File: src/rtl/conv1d_stream.sv
`default_nettype none
// ============================================================================
// Module   : conv1d_stream
// Purpose  : Streaming 1D convolution (cross-correlation) engine with a
//            runtime-loaded kernel, symmetric zero padding, window stride,
//            ready/valid streams and a job-completion pulse.
//            out[w] = sum_k coef[k] * p[w*S + k], p = pad zeros, features,
//            pad zeros. Unsigned, full-precision arithmetic.
// Revision : 1.0 - initial release
// ----------------------------------------------------------------------------
// Ports
//   clk_i          clock, all state on rising edge
//   rst_ni         asynchronous active-low reset
//   start_i        begin a job (sampled in IDLE only)
//   cfg_len_i      feature sample count        (latched on start)
//   cfg_pad_i      zeros before and after data (latched on start)
//   cfg_stride_i   window step, 0 means 1      (latched on start)
//   coef_valid_i / coef_ready_o / coef_data_i   coefficient stream
//   in_valid_i   / in_ready_o   / in_data_i     feature stream
//   out_valid_o  / out_ready_i  / out_data_o    result stream
//   busy_o         high in every state except IDLE
//   done_o         one-cycle pulse at job end
// ============================================================================
module conv1d_stream #(
  parameter int DATA_W = 4,
  parameter int COEF_W = 4,
  parameter int TAPS   = 3,
  localparam int OUT_W = DATA_W + COEF_W + $clog2(TAPS)
) (
  input  logic              clk_i,
  input  logic              rst_ni,
  input  logic              start_i,
  input  logic [7:0]        cfg_len_i,
  input  logic [3:0]        cfg_pad_i,
  input  logic [3:0]        cfg_stride_i,
  input  logic              coef_valid_i,
  output logic              coef_ready_o,
  input  logic [COEF_W-1:0] coef_data_i,
  input  logic              in_valid_i,
  output logic              in_ready_o,
  input  logic [DATA_W-1:0] in_data_i,
  output logic              out_valid_o,
  input  logic              out_ready_i,
  output logic [OUT_W-1:0]  out_data_o,
  output logic              busy_o,
  output logic              done_o
);

  localparam int CC_W = $clog2(TAPS);
  localparam int PC_W = $clog2(TAPS + 1);
  localparam logic [CC_W-1:0] LAST_COEF = CC_W'(TAPS - 1);
  localparam logic [PC_W-1:0] TAPS_PC   = PC_W'(TAPS);

  typedef enum logic [2:0] {
    ST_IDLE      = 3'd0,
    ST_LOAD_COEF = 3'd1,
    ST_PRE_PAD   = 3'd2,
    ST_STREAM    = 3'd3,
    ST_POST_PAD  = 3'd4,
    ST_FINISH    = 3'd5
  } state_e;

  state_e state_q, state_d;

  // Job configuration latched at start
  logic [7:0] len_q, len_d;
  logic [3:0] pad_q, pad_d;
  logic [3:0] stride_q, stride_d;

  // Shifts done in the current PRE_PAD / STREAM / POST_PAD phase
  logic [7:0] cnt_q, cnt_d;
  logic [CC_W-1:0] coef_idx_q, coef_idx_d;
  // Position counter; it only matters until the window is first full,
  // so it saturates at TAPS instead of counting the whole sequence.
  logic [PC_W-1:0] pos_q, pos_d;
  // Windows seen since the last eligible one, modulo stride
  logic [3:0] sph_q, sph_d;

  logic [COEF_W-1:0] coef_q [TAPS];
  logic [COEF_W-1:0] coef_d [TAPS];
  logic [DATA_W-1:0] win_q  [TAPS];
  logic [DATA_W-1:0] win_d  [TAPS];

  logic             out_valid_q, out_valid_d;
  logic [OUT_W-1:0] out_data_q, out_data_d;

  // Shared combinational terms
  logic              out_free;
  logic              src_avail;
  logic              shift_en;
  logic [DATA_W-1:0] shift_val;
  logic [DATA_W-1:0] win_shift [TAPS];
  logic [OUT_W-1:0]  sum;
  logic [PC_W-1:0]   pos_inc;
  logic              win_full;
  logic              eligible;
  logic              stride_last;
  logic              last_pad;
  logic              last_len;
  logic              phase_last;

  assign out_valid_o = out_valid_q;
  assign out_data_o  = out_data_q;

  // --------------------------------------------------------------------------
  // Shift control and window arithmetic
  // --------------------------------------------------------------------------
  always_comb begin
    out_free  = !out_valid_q || out_ready_i;
    src_avail = 1'b0;
    case (state_q)
      ST_PRE_PAD, ST_POST_PAD: src_avail = 1'b1;
      ST_STREAM:               src_avail = in_valid_i;
      default:                 src_avail = 1'b0;
    endcase
    shift_en  = src_avail && out_free;
    shift_val = (state_q == ST_STREAM) ? in_data_i : '0;

    // Oldest element at index 0, newest at TAPS-1, so win[k] = p[w+k]
    for (int k = 0; k < TAPS - 1; k++) begin
      win_shift[k] = win_q[k+1];
    end
    win_shift[TAPS-1] = shift_val;

    sum = '0;
    for (int k = 0; k < TAPS; k++) begin
      sum = sum + OUT_W'(coef_q[k]) * OUT_W'(win_shift[k]);
    end

    pos_inc     = (pos_q == TAPS_PC) ? pos_q : pos_q + PC_W'(1);
    win_full    = (pos_inc == TAPS_PC);
    eligible    = win_full && (sph_q == 4'd0);
    stride_last = (sph_q == stride_q - 4'd1);

    // PRE_PAD/POST_PAD are entered only with pad>0, STREAM only with len>0
    last_pad   = (cnt_q == {4'b0000, pad_q} - 8'd1);
    last_len   = (cnt_q == len_q - 8'd1);
    phase_last = (state_q == ST_STREAM) ? last_len : last_pad;
  end

  // --------------------------------------------------------------------------
  // FSM: state register
  // --------------------------------------------------------------------------
  always_ff @(posedge clk_i or negedge rst_ni) begin
    if (!rst_ni) begin
      state_q <= ST_IDLE;
    end else begin
      state_q <= state_d;
    end
  end

  // --------------------------------------------------------------------------
  // FSM: next state and handshake / status outputs
  // --------------------------------------------------------------------------
  always_comb begin
    state_d      = state_q;
    coef_ready_o = 1'b0;
    in_ready_o   = 1'b0;
    done_o       = 1'b0;
    busy_o       = (state_q != ST_IDLE);
    case (state_q)
      ST_IDLE: begin
        if (start_i) state_d = ST_LOAD_COEF;
      end
      ST_LOAD_COEF: begin
        coef_ready_o = 1'b1;
        if (coef_valid_i && (coef_idx_q == LAST_COEF)) begin
          if (pad_q != 4'd0)      state_d = ST_PRE_PAD;
          else if (len_q != 8'd0) state_d = ST_STREAM;
          else                    state_d = ST_FINISH;
        end
      end
      ST_PRE_PAD: begin
        if (shift_en && last_pad) begin
          state_d = (len_q != 8'd0) ? ST_STREAM : ST_POST_PAD;
        end
      end
      ST_STREAM: begin
        in_ready_o = out_free;
        if (shift_en && last_len) begin
          state_d = (pad_q != 4'd0) ? ST_POST_PAD : ST_FINISH;
        end
      end
      ST_POST_PAD: begin
        if (shift_en && last_pad) state_d = ST_FINISH;
      end
      ST_FINISH: begin
        // Leave only once the last result has drained or is taken now
        if (out_free) begin
          done_o  = 1'b1;
          state_d = ST_IDLE;
        end
      end
      default: state_d = ST_IDLE;
    endcase
  end

  // --------------------------------------------------------------------------
  // Datapath next-state
  // --------------------------------------------------------------------------
  always_comb begin
    len_d       = len_q;
    pad_d       = pad_q;
    stride_d    = stride_q;
    cnt_d       = cnt_q;
    coef_idx_d  = coef_idx_q;
    pos_d       = pos_q;
    sph_d       = sph_q;
    coef_d      = coef_q;
    win_d       = win_q;
    out_valid_d = out_valid_q;
    out_data_d  = out_data_q;

    if ((state_q == ST_IDLE) && start_i) begin
      len_d      = cfg_len_i;
      pad_d      = cfg_pad_i;
      stride_d   = (cfg_stride_i == 4'd0) ? 4'd1 : cfg_stride_i;
      cnt_d      = '0;
      coef_idx_d = '0;
      pos_d      = '0;
      sph_d      = '0;
      for (int k = 0; k < TAPS; k++) begin
        win_d[k] = '0;
      end
    end

    if ((state_q == ST_LOAD_COEF) && coef_valid_i) begin
      coef_d[coef_idx_q] = coef_data_i;
      coef_idx_d = (coef_idx_q == LAST_COEF) ? '0 : coef_idx_q + CC_W'(1);
    end

    if (shift_en) begin
      win_d = win_shift;
      pos_d = pos_inc;
      cnt_d = phase_last ? 8'd0 : cnt_q + 8'd1;
      if (win_full) begin
        sph_d = stride_last ? 4'd0 : sph_q + 4'd1;
      end
    end

    // A fresh result takes priority over retiring the one being consumed
    if (shift_en && eligible) begin
      out_valid_d = 1'b1;
      out_data_d  = sum;
    end else if (out_valid_q && out_ready_i) begin
      out_valid_d = 1'b0;
    end
  end

  // --------------------------------------------------------------------------
  // Datapath registers
  // --------------------------------------------------------------------------
  always_ff @(posedge clk_i or negedge rst_ni) begin
    if (!rst_ni) begin
      len_q       <= '0;
      pad_q       <= '0;
      stride_q    <= 4'd1;
      cnt_q       <= '0;
      coef_idx_q  <= '0;
      pos_q       <= '0;
      sph_q       <= '0;
      out_valid_q <= 1'b0;
      out_data_q  <= '0;
      for (int k = 0; k < TAPS; k++) begin
        coef_q[k] <= '0;
        win_q[k]  <= '0;
      end
    end else begin
      len_q       <= len_d;
      pad_q       <= pad_d;
      stride_q    <= stride_d;
      cnt_q       <= cnt_d;
      coef_idx_q  <= coef_idx_d;
      pos_q       <= pos_d;
      sph_q       <= sph_d;
      out_valid_q <= out_valid_d;
      out_data_q  <= out_data_d;
      coef_q      <= coef_d;
      win_q       <= win_d;
    end
  end

endmodule
`default_nettype wire

File: config.mk
export PLATFORM = sky130hd
export DESIGN_NAME = conv1d_stream
export DESIGN_NICKNAME = d
export VERILOG_FILES = /design/src/rtl/conv1d_stream.sv
export SDC_FILE = /design/constraint.sdc
export NUM_CORES = 1
export LEC_CHECK = 0
export ABC_CLOCK_PERIOD_IN_PS = 5000
export CAP_MARGIN = 20
export CORE_MARGIN = 5
export CORE_UTILIZATION = 35
export DETAILED_ROUTE_END_ITERATION = 6
export GPL_TIMING_DRIVEN = 0
export PLACE_DENSITY = 0.65
export SLEW_MARGIN = 5
export SYNTH_ARGS = -nofsm -noshare
export SYNTH_HDL_FRONTEND = slang
export SYNTH_SLANG_ARGS = --single-unit
File: constraint.sdc
create_clock -name clk_i -period 5 [get_ports clk_i]
set_input_delay 1 -clock clk_i [delete_from_list [all_inputs] [get_ports clk_i]]
set_output_delay 1 -clock clk_i [all_outputs]
set_load 0.005 [all_outputs]
==> results.json <==
{
  "crit_type": "in -> reg",
  "end_kind": "register",
  "syn_area_per_cell_sq_um": 9.13,
  "post-route-min-period_ps": 4900,
  "worst-path-max-fanout": 5,
  "initial_utilization_pct": 36.0,
  "io_pins": 45,
  "place_congestion": 0.840,
  "outcome": "completed",
  "startpoint_type": "primary input",
  "wire_per_inst_microns": 14.5,
  "syn_nets": 649,
  "finalHoldViolations": 0,
  "rows": 43,
  "drc": 0,
  "slew_headroom_pct": 45.1,
  "synth-edff-count": 0,
  "grt_first_pass_wirelength_microns": 19700,
  "grtUsageTotal_pct": 14.6,
  "cts_root_buf": "clkbuf_16",
  "drt_iter0_markers": 300,
  "dieArea_sq_um": 16900,
  "postRouteAntennaNets": 0,
  "clockBufferDepth": 2,
  "p_per_area_nw_per_um2": 636,
  "synthCells": 552,
  "ys.flop_type": "dfrtp_1",
  "whs_ps": 474,
  "cap_violations": 0,
  "ys_ff_latch": 66,
  "num_antenna_cells": 0,
  "clock_latency_ps": 340,
  "grt_max_degree": 67,
  "place_area_sq_um": 5710,
  "rsz0062_at_grt": "true",
  "grt_pass1_vias": 4106,
  "setup_ws_ps": 97.0,
  "dp_hpwl_microns": 8990,
  "wirelength_microns": 11600,
  "setup_viol": 0,
  "fmax_mhz": 204,
  "io_buffer_count": 44,
  "cts_tree": "yes",
  "antenna_found_initial": 0,
  "worst_pin_slew_ps": 823,
  "drive_above_1_share_pct": 12.8,
  "maxSlewViolCount": 0,
  "viasPerCell": 5.08,
  "hold_class": "reg -> reg",
  "syn2layout_area_growth_pct": 23.0,
  "fin_crit_sh_pct": 98.1,
  "final_nets": 711,
  "yosysSeqAreaShare_pct": 32.8,
  "ys_warn_count": 0,
  "dp_slack_ps": -881,
  "design.core.area_sq_um": 14000,
  "syn_area_sq_um": 5040,
  "synthArstFlopShare_pct": 100,
  "fp.dieW_microns": 130,
  "p_leak_uw": 0.00298,
  "cts_buffers": 9,
  "cts_max_level": 3,
  "firstDrtPassIters": 4,
  "synth.distinct_cells": 55,
  "die_y_microns": 130,
  "arrival_ps": 5100,
  "final_area_sq_um": 6200,
  "peakVddDrop_uv": 329,
  "worstPathRequired_ps": 5200,
  "clock_sinks": 66,
  "grt_overflow": 0,
  "skew_ps": 9.86,
  "vias": 4060,
  "clkTransAtPathRegs_ps": 50
}
## worst max-delay path, stage by stage
cell     delay, ps
buf_2          130
and3_4         170
fa_2           520
inv_1           40
fa_1           480
inv_2           40
fa_2           540
fa_1           430
fa_1           470
buf_4          160
ha_1           280
a21o_1         180
a21oi_2        180
o21ai_2         80
a21oi_2        180
xnor2_1        150
o21ai_1         70
## path summary, 6_finish.rpt
kind	start	end	slack (ps)	depth (start not counted)
worst max-delay path	in_data_i[3]	out_data_o[7]$_DFFE_PN0P_	100	17
worst min-delay path	out_data_o[6]$_DFFE_PN0P_	out_data_o[6]$_DFFE_PN0P_	470	2
worst max register to register	state_q[0]$_DFFE_PN0P_	out_data_o[7]$_DFFE_PN0P_	100	20
worst min register to register	out_data_o[6]$_DFFE_PN0P_	out_data_o[6]$_DFFE_PN0P_	470	2
max in group asynchronous	rst_ni	state_q[2]$_DFFE_PN0P_	3660	1
min in group asynchronous	rst_ni	out_data_o[5]$_DFFE_PN0P_	760	1
## layer usage
metal / GRT usage [%] / routed length [microns]
met5: 0 / 0
met4: 4.52 / 182
met3: 3.81 / 557
met2: 24.4 / 5780
met1: 18.5 / 5050
## placed cells by master (no fill, tap or decap), types with 12 or more instances in the layout
master            n
nand2_1          87
xnor2_1          13
ha_1             33
fa_1             29
and2_1           25
nor3_1           12
nand3_1          26
inv_1            70
clkbuf_1         12
dfrtp_1          63
o21ai_0          21
nor2_1           19
mux2_2           16
and3_1           15
clkdlybuf4s50_1  39
## cell usage after synthesis (all sizes together) (5+ instances only)
library cell  number  area share (%)
o31ai              5            0.75
inv               72             5.4
o21ai             27             2.7
and2              25             3.1
xnor2             13             2.3
ha                34             8.4
o211ai            11             1.6
nand2             88             6.6
clkbuf            15             1.1
nor3              12             1.2
nor2              20             1.5
and3              17             2.1
fa                33              13
xor2               7             1.2
mux2              16             3.6
a21oi              9            0.89
nand3             27             2.7
dfrtp             65              32
## metrics by stage
stage | setup TNS [ps] | instances | utilization [%] | total power (uW)
after floorplan | 0 | 552 | - | 2450
after global placement | -3400 | 776 | 40.9 | 2930
after detailed placement | -3810 | 776 | 40.8 | 3030
after CTS | -38.9 | 797 | 43.9 | 3850
after global routing | -43.0 | 799 | 44.3 | 4310
final | 0 | 799 | 44.3 | 3940
## logic make-up (layout without fill, tap and decap cells)
group,Yosys count,after routing,share of synthesized area (%)
compound gates,77,77,10.3
xor+xnor,21,21,3.92
fa+ha+maj,67,67,21.6
buf+inv,91,158,6.98
flops,66,66,32.8
mux,17,17,3.77
simple gates,213,213,20.7
## sequential cells by signal, summed over array words and instances, names as in the netlist
register,flops
cnt_q,8
coef_idx_q,2
coef_q,12
len_q,8
out_data_o,10
out_valid_o,1
pad_q,4
pos_q,2
sph_q,4
state_q,3
stride_q,4
win_q,8
## where the power goes
| part | total (uW) | switching, uW | internal (uW) |
|---|---|---|---|
| Sequential | 1010 | 259 | 755 |
| Clock | 700 | 236 | 464 |
| Combinational | 2230 | 1150 | 1070 |
| Total | 3940 | 1650 | 2290 |
## final cells by class
| class | instances | area [sq um] |
|---|---|---|
| sequential | 66 | 1660 |
| timing repair buffer | 53 | 485 |
| inverter | 72 | 270 |
| tap | 180 | 225 |
| multi-input combinational | 395 | 3120 |
| clock buffer | 12 | 256 |
| clock inverter | 4 | 75.1 |
| fill | 1368 | 7790 |
| buffer | 17 | 106 |
## what timing repair did
item,in CTS,in global routing
setup buffers,7,2
resized for setup,37,15
hold buffers,0,0
setup endpoints to repair,5,4
pin swaps,13,15
Power figures use the tool's default switching activity.
